## src/rtl/audio_tone_seq.sv

```systemverilog
// audio_tone_seq: multi-channel square-wave tone player.
// Latches N_CH half-period words on bandera and plays them on a 1-bit audio
// output, either one channel after another (one-shot or loop) or all channels
// at once XOR-mixed.
// Ports:
//   clk          system clock, rising edge
//   rst          synchronous reset, active-high
//   bandera      load/start strobe
//   in_bus       packed half-periods, channel i = in_bus[i*W +: W]
//   modo         0 one-shot, 1 loop, 2 XOR mix, 3 same as 0
//   salida_audio registered square-wave output
//   ocupado      high while playing
//   canal_act    channel currently sounding (0 in mix mode)
//   fin          one-cycle pulse at the end of a one-shot sequence
module audio_tone_seq #(
  parameter int unsigned N_CH    = 3,
  parameter int unsigned W       = 29,
  parameter int unsigned SEG_LEN = 2100000,
  parameter int unsigned SEG_W   = 22,
  localparam int unsigned CW     = (N_CH > 1) ? $clog2(N_CH) : 1
) (
  input  logic              clk,
  input  logic              rst,
  input  logic              bandera,
  input  logic [N_CH*W-1:0] in_bus,
  input  logic [1:0]        modo,
  output logic              salida_audio,
  output logic              ocupado,
  output logic [CW-1:0]     canal_act,
  output logic              fin
);

  typedef enum logic {IDLE, PLAY} state_t;

  state_t            state_q, state_d;
  logic [W-1:0]      hp_q  [N_CH];
  logic [W-1:0]      hp_d  [N_CH];
  logic [W-1:0]      cnt_q [N_CH];
  logic [W-1:0]      cnt_d [N_CH];
  logic [N_CH-1:0]   ph_q, ph_d;
  logic [SEG_W-1:0]  seg_q, seg_d;
  logic [1:0]        mode_q, mode_d;
  logic [CW-1:0]     ch_d;
  logic              salida_d, ocupado_d, fin_d;
  logic              done_c;
  logic              mix_c, loop_c;

  assign mix_c  = (mode_q == 2'd2);
  assign loop_c = (mode_q == 2'd1);

  // State register
  always_ff @(posedge clk) begin
    if (rst) state_q <= IDLE;
    else     state_q <= state_d;
  end

  // Next state: strobe always (re)starts, end of one-shot returns to idle
  always_comb begin
    state_d = state_q;
    if (bandera)     state_d = PLAY;
    else if (done_c) state_d = IDLE;
  end

  // Datapath and output next values
  always_comb begin
    hp_d      = hp_q;
    cnt_d     = cnt_q;
    ph_d      = ph_q;
    seg_d     = seg_q;
    mode_d    = mode_q;
    ch_d      = canal_act;
    salida_d  = salida_audio;
    ocupado_d = ocupado;
    fin_d     = 1'b0;
    done_c    = 1'b0;

    if (bandera) begin
      for (int i = 0; i < int'(N_CH); i++) begin
        hp_d[i]  = in_bus[i*W +: W];
        cnt_d[i] = '0;
      end
      ph_d      = '0;
      seg_d     = '0;
      mode_d    = modo;
      ch_d      = '0;
      salida_d  = 1'b0;
      ocupado_d = 1'b1;
    end else if (state_q == PLAY) begin
      // Tone generators: only the active channel runs in sequential modes
      for (int i = 0; i < int'(N_CH); i++) begin
        if (mix_c || (canal_act == CW'(i))) begin
          if (hp_q[i] == '0) begin
            cnt_d[i] = '0;
            ph_d[i]  = 1'b0;
          end else if (cnt_q[i] == hp_q[i] - W'(1)) begin
            cnt_d[i] = '0;
            ph_d[i]  = ~ph_q[i];
          end else begin
            cnt_d[i] = cnt_q[i] + W'(1);
          end
        end
      end

      if (mix_c) begin
        seg_d    = '0;
        ch_d     = '0;
        salida_d = ^ph_d;
      end else begin
        seg_d = seg_q + SEG_W'(1);
        // Segment end overrides any coincident toggle of the active channel
        if (seg_q == SEG_W'(SEG_LEN - 1)) begin
          seg_d = '0;
          for (int i = 0; i < int'(N_CH); i++) begin
            if (canal_act == CW'(i)) begin
              cnt_d[i] = '0;
              ph_d[i]  = 1'b0;
            end
          end
          if (canal_act != CW'(N_CH - 1)) ch_d = canal_act + CW'(1);
          else if (loop_c)                ch_d = '0;
          else                            done_c = 1'b1;
        end
        salida_d = 1'b0;
        for (int i = 0; i < int'(N_CH); i++) begin
          if (ch_d == CW'(i)) salida_d = ph_d[i];
        end
        if (done_c) begin
          salida_d  = 1'b0;
          ocupado_d = 1'b0;
          fin_d     = 1'b1;
        end
      end
    end else begin
      salida_d  = 1'b0;
      ocupado_d = 1'b0;
    end
  end

  // Datapath and output registers
  always_ff @(posedge clk) begin
    if (rst) begin
      for (int i = 0; i < int'(N_CH); i++) begin
        hp_q[i]  <= '0;
        cnt_q[i] <= '0;
      end
      ph_q         <= '0;
      seg_q        <= '0;
      mode_q       <= '0;
      canal_act    <= '0;
      salida_audio <= 1'b0;
      ocupado      <= 1'b0;
      fin          <= 1'b0;
    end else begin
      hp_q         <= hp_d;
      cnt_q        <= cnt_d;
      ph_q         <= ph_d;
      seg_q        <= seg_d;
      mode_q       <= mode_d;
      canal_act    <= ch_d;
      salida_audio <= salida_d;
      ocupado      <= ocupado_d;
      fin          <= fin_d;
    end
  end

endmodule

```

## config.mk

```make
export PLATFORM = sky130hd
export DESIGN_NAME = audio_tone_seq
export DESIGN_NICKNAME = d
export VERILOG_FILES = /design/src/rtl/audio_tone_seq.sv
export SDC_FILE = /design/constraint.sdc
export NUM_CORES = 1
export LEC_CHECK = 0
export ABC_CLOCK_PERIOD_IN_PS = 4840
export CELL_PAD_IN_SITES_DETAIL_PLACEMENT = 1
export CELL_PAD_IN_SITES_GLOBAL_PLACEMENT = 2
export CORE_MARGIN = 3
export CORE_UTILIZATION = 35
export DETAILED_ROUTE_END_ITERATION = 6
export PLACE_DENSITY_LB_ADDON = 0.1
export SLEW_MARGIN = 20
export SYNTH_ARGS = -nofsm -noshare
export SYNTH_HDL_FRONTEND = slang
export SYNTH_SLANG_ARGS = --single-unit
```

## constraint.sdc

```tcl
create_clock -name clk -period 4.84 [get_ports clk]
set_clock_uncertainty 0.1 [all_clocks]
set_input_delay 0.968 -clock clk [delete_from_list [all_inputs] [get_ports clk]]
set_output_delay 0.968 -clock clk [all_outputs]
set_load 0.03 [all_outputs]
```

; ---- After elaboration in Yosys (flattened, before gate mapping)
; Cells that the tools add are included.
[word_totals]
n_memories = 0
ramBits = 0
latchBits = 0
output_inout_bits = 5
register_bits = 207
in_bits = 92
wordCells = 117
rom_bits = 0
[classes]
n_lt_le_gt_ge = 0
n_shift = 0
div = 0
add_sub_neg = 8
eq_ne = 13
n_mul = 0
reduce_logical = 14
n_mux = 64
bitwise = 4
[ops]
columns = operator, n
row1 = $mux 29, 12
row2 = $mux 87, 2
row3 = $add 29x1->29 const B, 3
row4 = $eq 29x29->1, 3
row5 = $logic_not 29->1, 3
row6 = $sub 29x1->29 const B, 3
row7 = $mux 22, 2
row8 = $mux 1, 39
row9 = $add 22x1->22 const B, 1
row10 = $eq 22x22->1 const B, 1
row11 = $mux 2, 7
row12 = $eq 2x1->1 const B, 3
row13 = $eq 2x2->1 const B, 3
row14 = $mux 3, 2
row15 = $logic_not 2->1, 2
row16 = $not 1->1, 4
row17 = $reduce_or 4->1, 1
row18 = $logic_or 1x1->1, 3
row19 = $ne 3x2->1 const B, 1
row20 = $ne 3x3->1 const B, 1
row21 = $reduce_or 3->1, 1
row22 = $reduce_xor 3->1, 1
row23 = $add 2x1->2 const B, 1
row24 = $ne 2x2->1 const B, 1
row25 = other kinds (3), 3

; ---- Logic depth before layout (Yosys ltp)
[depth]
word_depth = 14
depth_mapped = 15
depth_no_buf = 13

; ---- Worst setup path after synthesis
; OpenSTA, ideal clock, no wires.
[synth_path]
path_type = reg-to-reg
from = reg hp_q[29] (netlist bit)
to = reg cnt_q[37] (netlist bit)
arrival_time_ps = 3317
stages_incl_launch_ff = 15
t_required_ps = 4623
period_less_slack_ps = 3534
slack_ps = 1306
path_buffers = 3
setup_time_ps = 117
path_cell_list = dfxtp_1 > inv_1 > ha_1 > or3b_2 > clkbuf_1 > nor3_1 > nand4_1 > o31a_1 > nor4_1 > a41oi_1 > nand2_1 > buf_2 > buf_2 > o211ai_1 > a32o_1
[synth_between]
elab_chain_len = 8
word_cells_on_any_way = 9
classes_between = add/sub: 1 / eq/ne: 1 / mux: 6 / reduce/logical: 1
[synth_rtl]
columns = item, line_no
row1 = from (decl), 36  ; logic [W-1:0] hp_q [N_CH];
row2 = from (signal assigned), 154  ; hp_q <= hp_d;
row3 = $sub 29x1->29, 95  ; end else if (cnt_q[i] == hp_q[i] - W'(1)) begin
row4 = $eq 29x29->1, 95
row5 = $mux 29, 95
row6 = $mux 29 (*), 92  ; if (hp_q[i] == '0) begin
row7 = $mux 29 (*), 91  ; if (mix_c || (canal_act == CW'(i))) begin
row8 = $mux 29, 114  ; if (canal_act == CW'(i)) begin
row9 = $mux 87, 111  ; if (seg_q == SEG_W'(SEG_LEN - 1)) begin
row10 = $mux 87 (*), 104  ; if (mix_c) begin
row11 = to (signal assigned), 155  ; cnt_q <= cnt_d;
row12 = to (decl), 38  ; logic [W-1:0] cnt_q [N_CH];
; Every way passes the cells marked *; elsewhere a longest branch is shown, timed or not.
; A chain may end at the register's enable or synchronous reset.

; ---- Final worst setup path
[layout_path]
from = reg hp_q[7] (netlist bit)
to = reg salida_audio
[layout_between]
elab_chain_len = 12
word_cells_on_any_way = 14
classes_between = add/sub: 1 / eq/ne: 1 / mux: 10 / reduce/logical: 2
[layout_rtl]
columns = item, line_no
row1 = $sub 29x1->29, 95
row2 = $eq 29x29->1, 95
row3 = $mux 1, 95
row4 = $mux 1 (*), 92
row5 = $mux 1 (*), 91
row6 = $mux 1 (*), 88  ; end else if (state_q == PLAY) begin
row7 = $mux 1 (*), 77  ; if (bandera) begin
row8 = $mux 1, 114
row9 = $mux 3, 111
row10 = $mux 1, 125  ; if (ch_d == CW'(i)) salida_d = ph_d[i];
row11 = $mux 1, 127  ; if (done_c) begin
row12 = $mux 1 (*), 104
row13 = to (signal assigned), 160  ; salida_audio <= salida_d;
row14 = to (decl), 27  ; output logic salida_audio,
; Every way passes the cells marked *; elsewhere a longest branch is shown, timed or not. The select of a mux whose other input is x is not followed.

==> results.txt <==
The flow ran to the end, and the final reports show no timing, DRC or antenna violations. The longest clock path from root to sink contains 3 buffers. The final critical-path share of the clock period came out at 0.861. Counting flops with an async set or reset pin after synthesis yields a share of 0. After detailed routing, the number of vias per cell comes to 5.64.

The via count of the first global-routing pass was about 13000. Routability-driven placement finished with a final weighted congestion of between 0.8 and 0.9. The residual antenna-violating net count after detailed routing came out at 0. The internal power of the cells came out at between 3 and 4 mW. Global routing finished with a remaining overflow of 0.

The share of the Yosys chip area taken by registers is 0.314. The floorplan step defined a die boundary enclosing 40100 µm². The total nets after synthesis came out at 1818. The total non-filler cell area in the finished layout came out at ~16000 µm². The library cell used most frequently in the layout, excluding fill and tap cells, is nor2_1. The final standard cell utilization of the core is 0.421. The top cell types in the final layout, fill and taps aside, are nor2_1, dfxtp_1, nand2_1, o21ai_0. The number of enable flip-flop cells after synthesis is 0. The power per unit of standard cell area is between 300 and 400 nW/µm². In this run the cell area measured after placement is roughly 15000 µm². The layout has 4440 filler cells. The type of the most critical hold path is reg -> reg. Yosys mapped the design onto between 70 and 80 distinct sky130hd cell types. Measured in cells, the most critical reg-to-reg path has a length of 12. The share of synthesized area in the top cell type comes to 0.314. By area the synthesized netlist is led by dfxtp_1, mux2i_1, nor2_1. The effective utilization at floorplan is 0.358.

The height of the die is about 200 µm. The max-capacitance violation count came out at 0. The chip width is 200 µm. In this run the tool buffered the top-level ports with 96 buffer cells.

After clock tree synthesis, the clock-pin slew on the worst setup and hold paths is ~60 ps. 0 antenna diodes ended up in the layout. The clock group share of total power came out at 0.468.

The final hold violation count is 0. TritonCTS built the clock tree. Counting instances, the worst hold path has a depth of 1. The number of primary I/O pins is between 90 and 100.

A synthesized cell averages between 7 and 8 µm². The worst slew slack as a fraction of its limit came out at 0.293. The count of nets after finishing came out at roughly 1900. The final-report max-slew violation count is 0. CTS built an H-tree with a depth of 1. The final route contains 12900 vias.

The number of storage elements in the synthesis netlist is between 200 and 250. The total DRC errors in the routed layout is 0. The leakage power figure came out at approximately 5.6 nW. The capturing element type of the critical path is a flop. The post-detailed-routing wire length is about 44000 µm.

Counting every sink on the clock net gives 207. Setup violations remaining at the end of the flow were counted as 0. STA classifies the critical path startpoint as a flop. The number of setup buffers added after CTS came out at 0. The routed design could run at a clock period as short as approximately 4200 ps. The clock reaches the later pin of the worst-skew pair after ~560 ps. The share of total power in sequential cells came out at 0.389.

Setup slack on the critical path of the routed design comes to 673 ps. The worst setup path is of the reg -> reg kind. The number of antenna violations at the first check in global routing is 0.

The number of DRC markers in iteration 0 is about 540. The count of hold-fix buffers inserted at cts is 0. The cell count after synthesis is between 1500 and 2000. The first detailed-routing pass took 4 iterations. The all-layer global routing usage came out at 0.211. The logic gate share of total power is 0.143.

The setup TNS came out at 0 ps. The flip-flop cell with the highest count after synthesis is dfxtp_1. The critical-path maximum fanout came out at 8. The initialized floorplan defines 70 standard-cell rows.

The cell sitting at the root of the clock tree is a clkbuf_16. The first-pass GRT wire length came out at 70700 µm. The net switching power is about 1.3 mW. The synthesized area came out at 13200 µm². The arrival time of the worst setup path is between 4000 and 5000 ps. The maximum resistive drop on vdd is about 250 µV. Of the cells placed in the final design, the portion with a size suffix greater than 1 is 0.0580.

Before CTS, the worst setup slack after placement is approximately 740 ps. Gates resized during post-CTS repair numbered 0. The layout-stage area growth over the synthesis result came out at 17.6%. The highest achievable clock rate came out at around 0.24 GHz. The net switching fraction of the power is 0.269. The area of the placeable core came out at approximately 37000 µm². The required time of the critical path came out at 5190 ps. The slew of the pin with the lowest slew margin is approximately 1100 ps. The largest total area in the synthesized netlist belongs to dfxtp_1. The count of yosys warnings during synthesis came out at 0.

The final routed wire length divided by cell count is between 15 and 20 µm. Detailed placement ended at an HPWL of approximately 32000 µm. Setup repair after global routing left no endpoint under its margin. Entering global routing, the biggest net connects 92 pins. The number of buffers inserted during clock tree synthesis came out at 28.
through the flow:
stage	power, mW	instances	hold WS [ps]
2_1_floorplan	2.29	1719	355
4_1_cts	4.79	2281	370
6_report	4.70	2281	360
3_3_place_gp	2.53	2230	341
3_5_place_dp	2.54	2230	342
5_1_grt	4.92	2281	381
state kept, by name, summed over array words and instances, names as in the netlist:
signal,flops
mode_q,2
ocupado,1
hp_q,87
seg_q,22
fin,1
ph_q,3
state_q,1
canal_act,2
salida_audio,1
cnt_q,87
cells by family after synthesis:
family,count (synthesis),share of synthesized area
AO/OA/AOI/OAI,358,0.178
XOR/XNOR,131,0.0880
adder cells (fa/ha/maj),7,0.00664
buffers and inverters,144,0.0433
flip-flops,207,0.314
multiplexers,94,0.0713
AND/OR/NAND/NOR,778,0.299
synth_stat cells, types with 6 or more instances:
| master | number |
|---|---|
| buf_1 | 10 |
| and2_1 | 6 |
| o31a_1 | 10 |
| xnor2_1 | 88 |
| nand4_1 | 37 |
| and4_1 | 9 |
| nor4_1 | 51 |
| o21ai_0 | 100 |
| a32o_1 | 7 |
| nand2_1 | 160 |
| o221ai_1 | 10 |
| a22o_1 | 16 |
| nand3_1 | 58 |
| o22ai_1 | 8 |
| nand2b_1 | 16 |
| inv_1 | 26 |
| clkbuf_1 | 89 |
| dfxtp_1 | 207 |
| o21a_1 | 7 |
| a31oi_1 | 14 |
| nor4b_1 | 10 |
| o211ai_1 | 21 |
| xor2_1 | 42 |
| or4_1 | 14 |
| nand3b_1 | 8 |
| o31ai_1 | 17 |
| nand4b_1 | 7 |
| or3_1 | 18 |
| nor2b_1 | 18 |
| mux2i_1 | 94 |
| and3_1 | 38 |
| nor2_1 | 219 |
| nor3_1 | 64 |
| or2_2 | 11 |
| buf_2 | 17 |
| ha_1 | 7 |
| a21o_1 | 9 |
| a21oi_1 | 77 |
| nor3b_1 | 19 |
| a22oi_1 | 13 |
final timing paths:
check / start / endpoint / slack, ps
min reg2reg: ocupado / ocupado / 360
min: ocupado / ocupado / 360
max: hp_q[7] / salida_audio / 670
max reg2reg: hp_q[7] / salida_audio / 670
area by class of cell:
type	instances	area, µm²	area share
tap	504	631	0.0406
sequential	207	4140	0.267
inverter	26	97.6	0.00629
timing repair buffer	125	1170	0.0757
clock buffer	39	823	0.0531
multi-input combinational	1368	8480	0.547
clock inverter	12	160	0.0103
layer usage:
layer  up-vias  share of wire  global-route usage
li1       6329              -                   -
met1      6343           0.47               0.280
met2       155           0.48               0.365
met3        45          0.029              0.0302
met4         0          0.020              0.0445
met5         -              0                   0
power by group through the flow:
stage               registers [mW]  logic (mW)  clock network [mW]
floorplan                     1.83       0.456                   0
global placement              1.86       0.662                   0
detailed placement            1.87       0.671                   0
CTS                           1.83       0.676                2.28
global route                  1.84       0.744                2.34
finish                        1.83       0.672                2.20
worst max-delay path, stage by stage, from the launching register on:
cell and delay (ps):
dfxtp_1 380, or4_1 630, nor4_1 760, and4_1 300, o21ai_0 110, a211oi_1 210
nor4b_1 440, buf_4 220, xnor2_1 190, nor2_1 110, xnor2_1 200, xnor2_1 90
a211o_1 310
(Power assumes the default switching activity.)
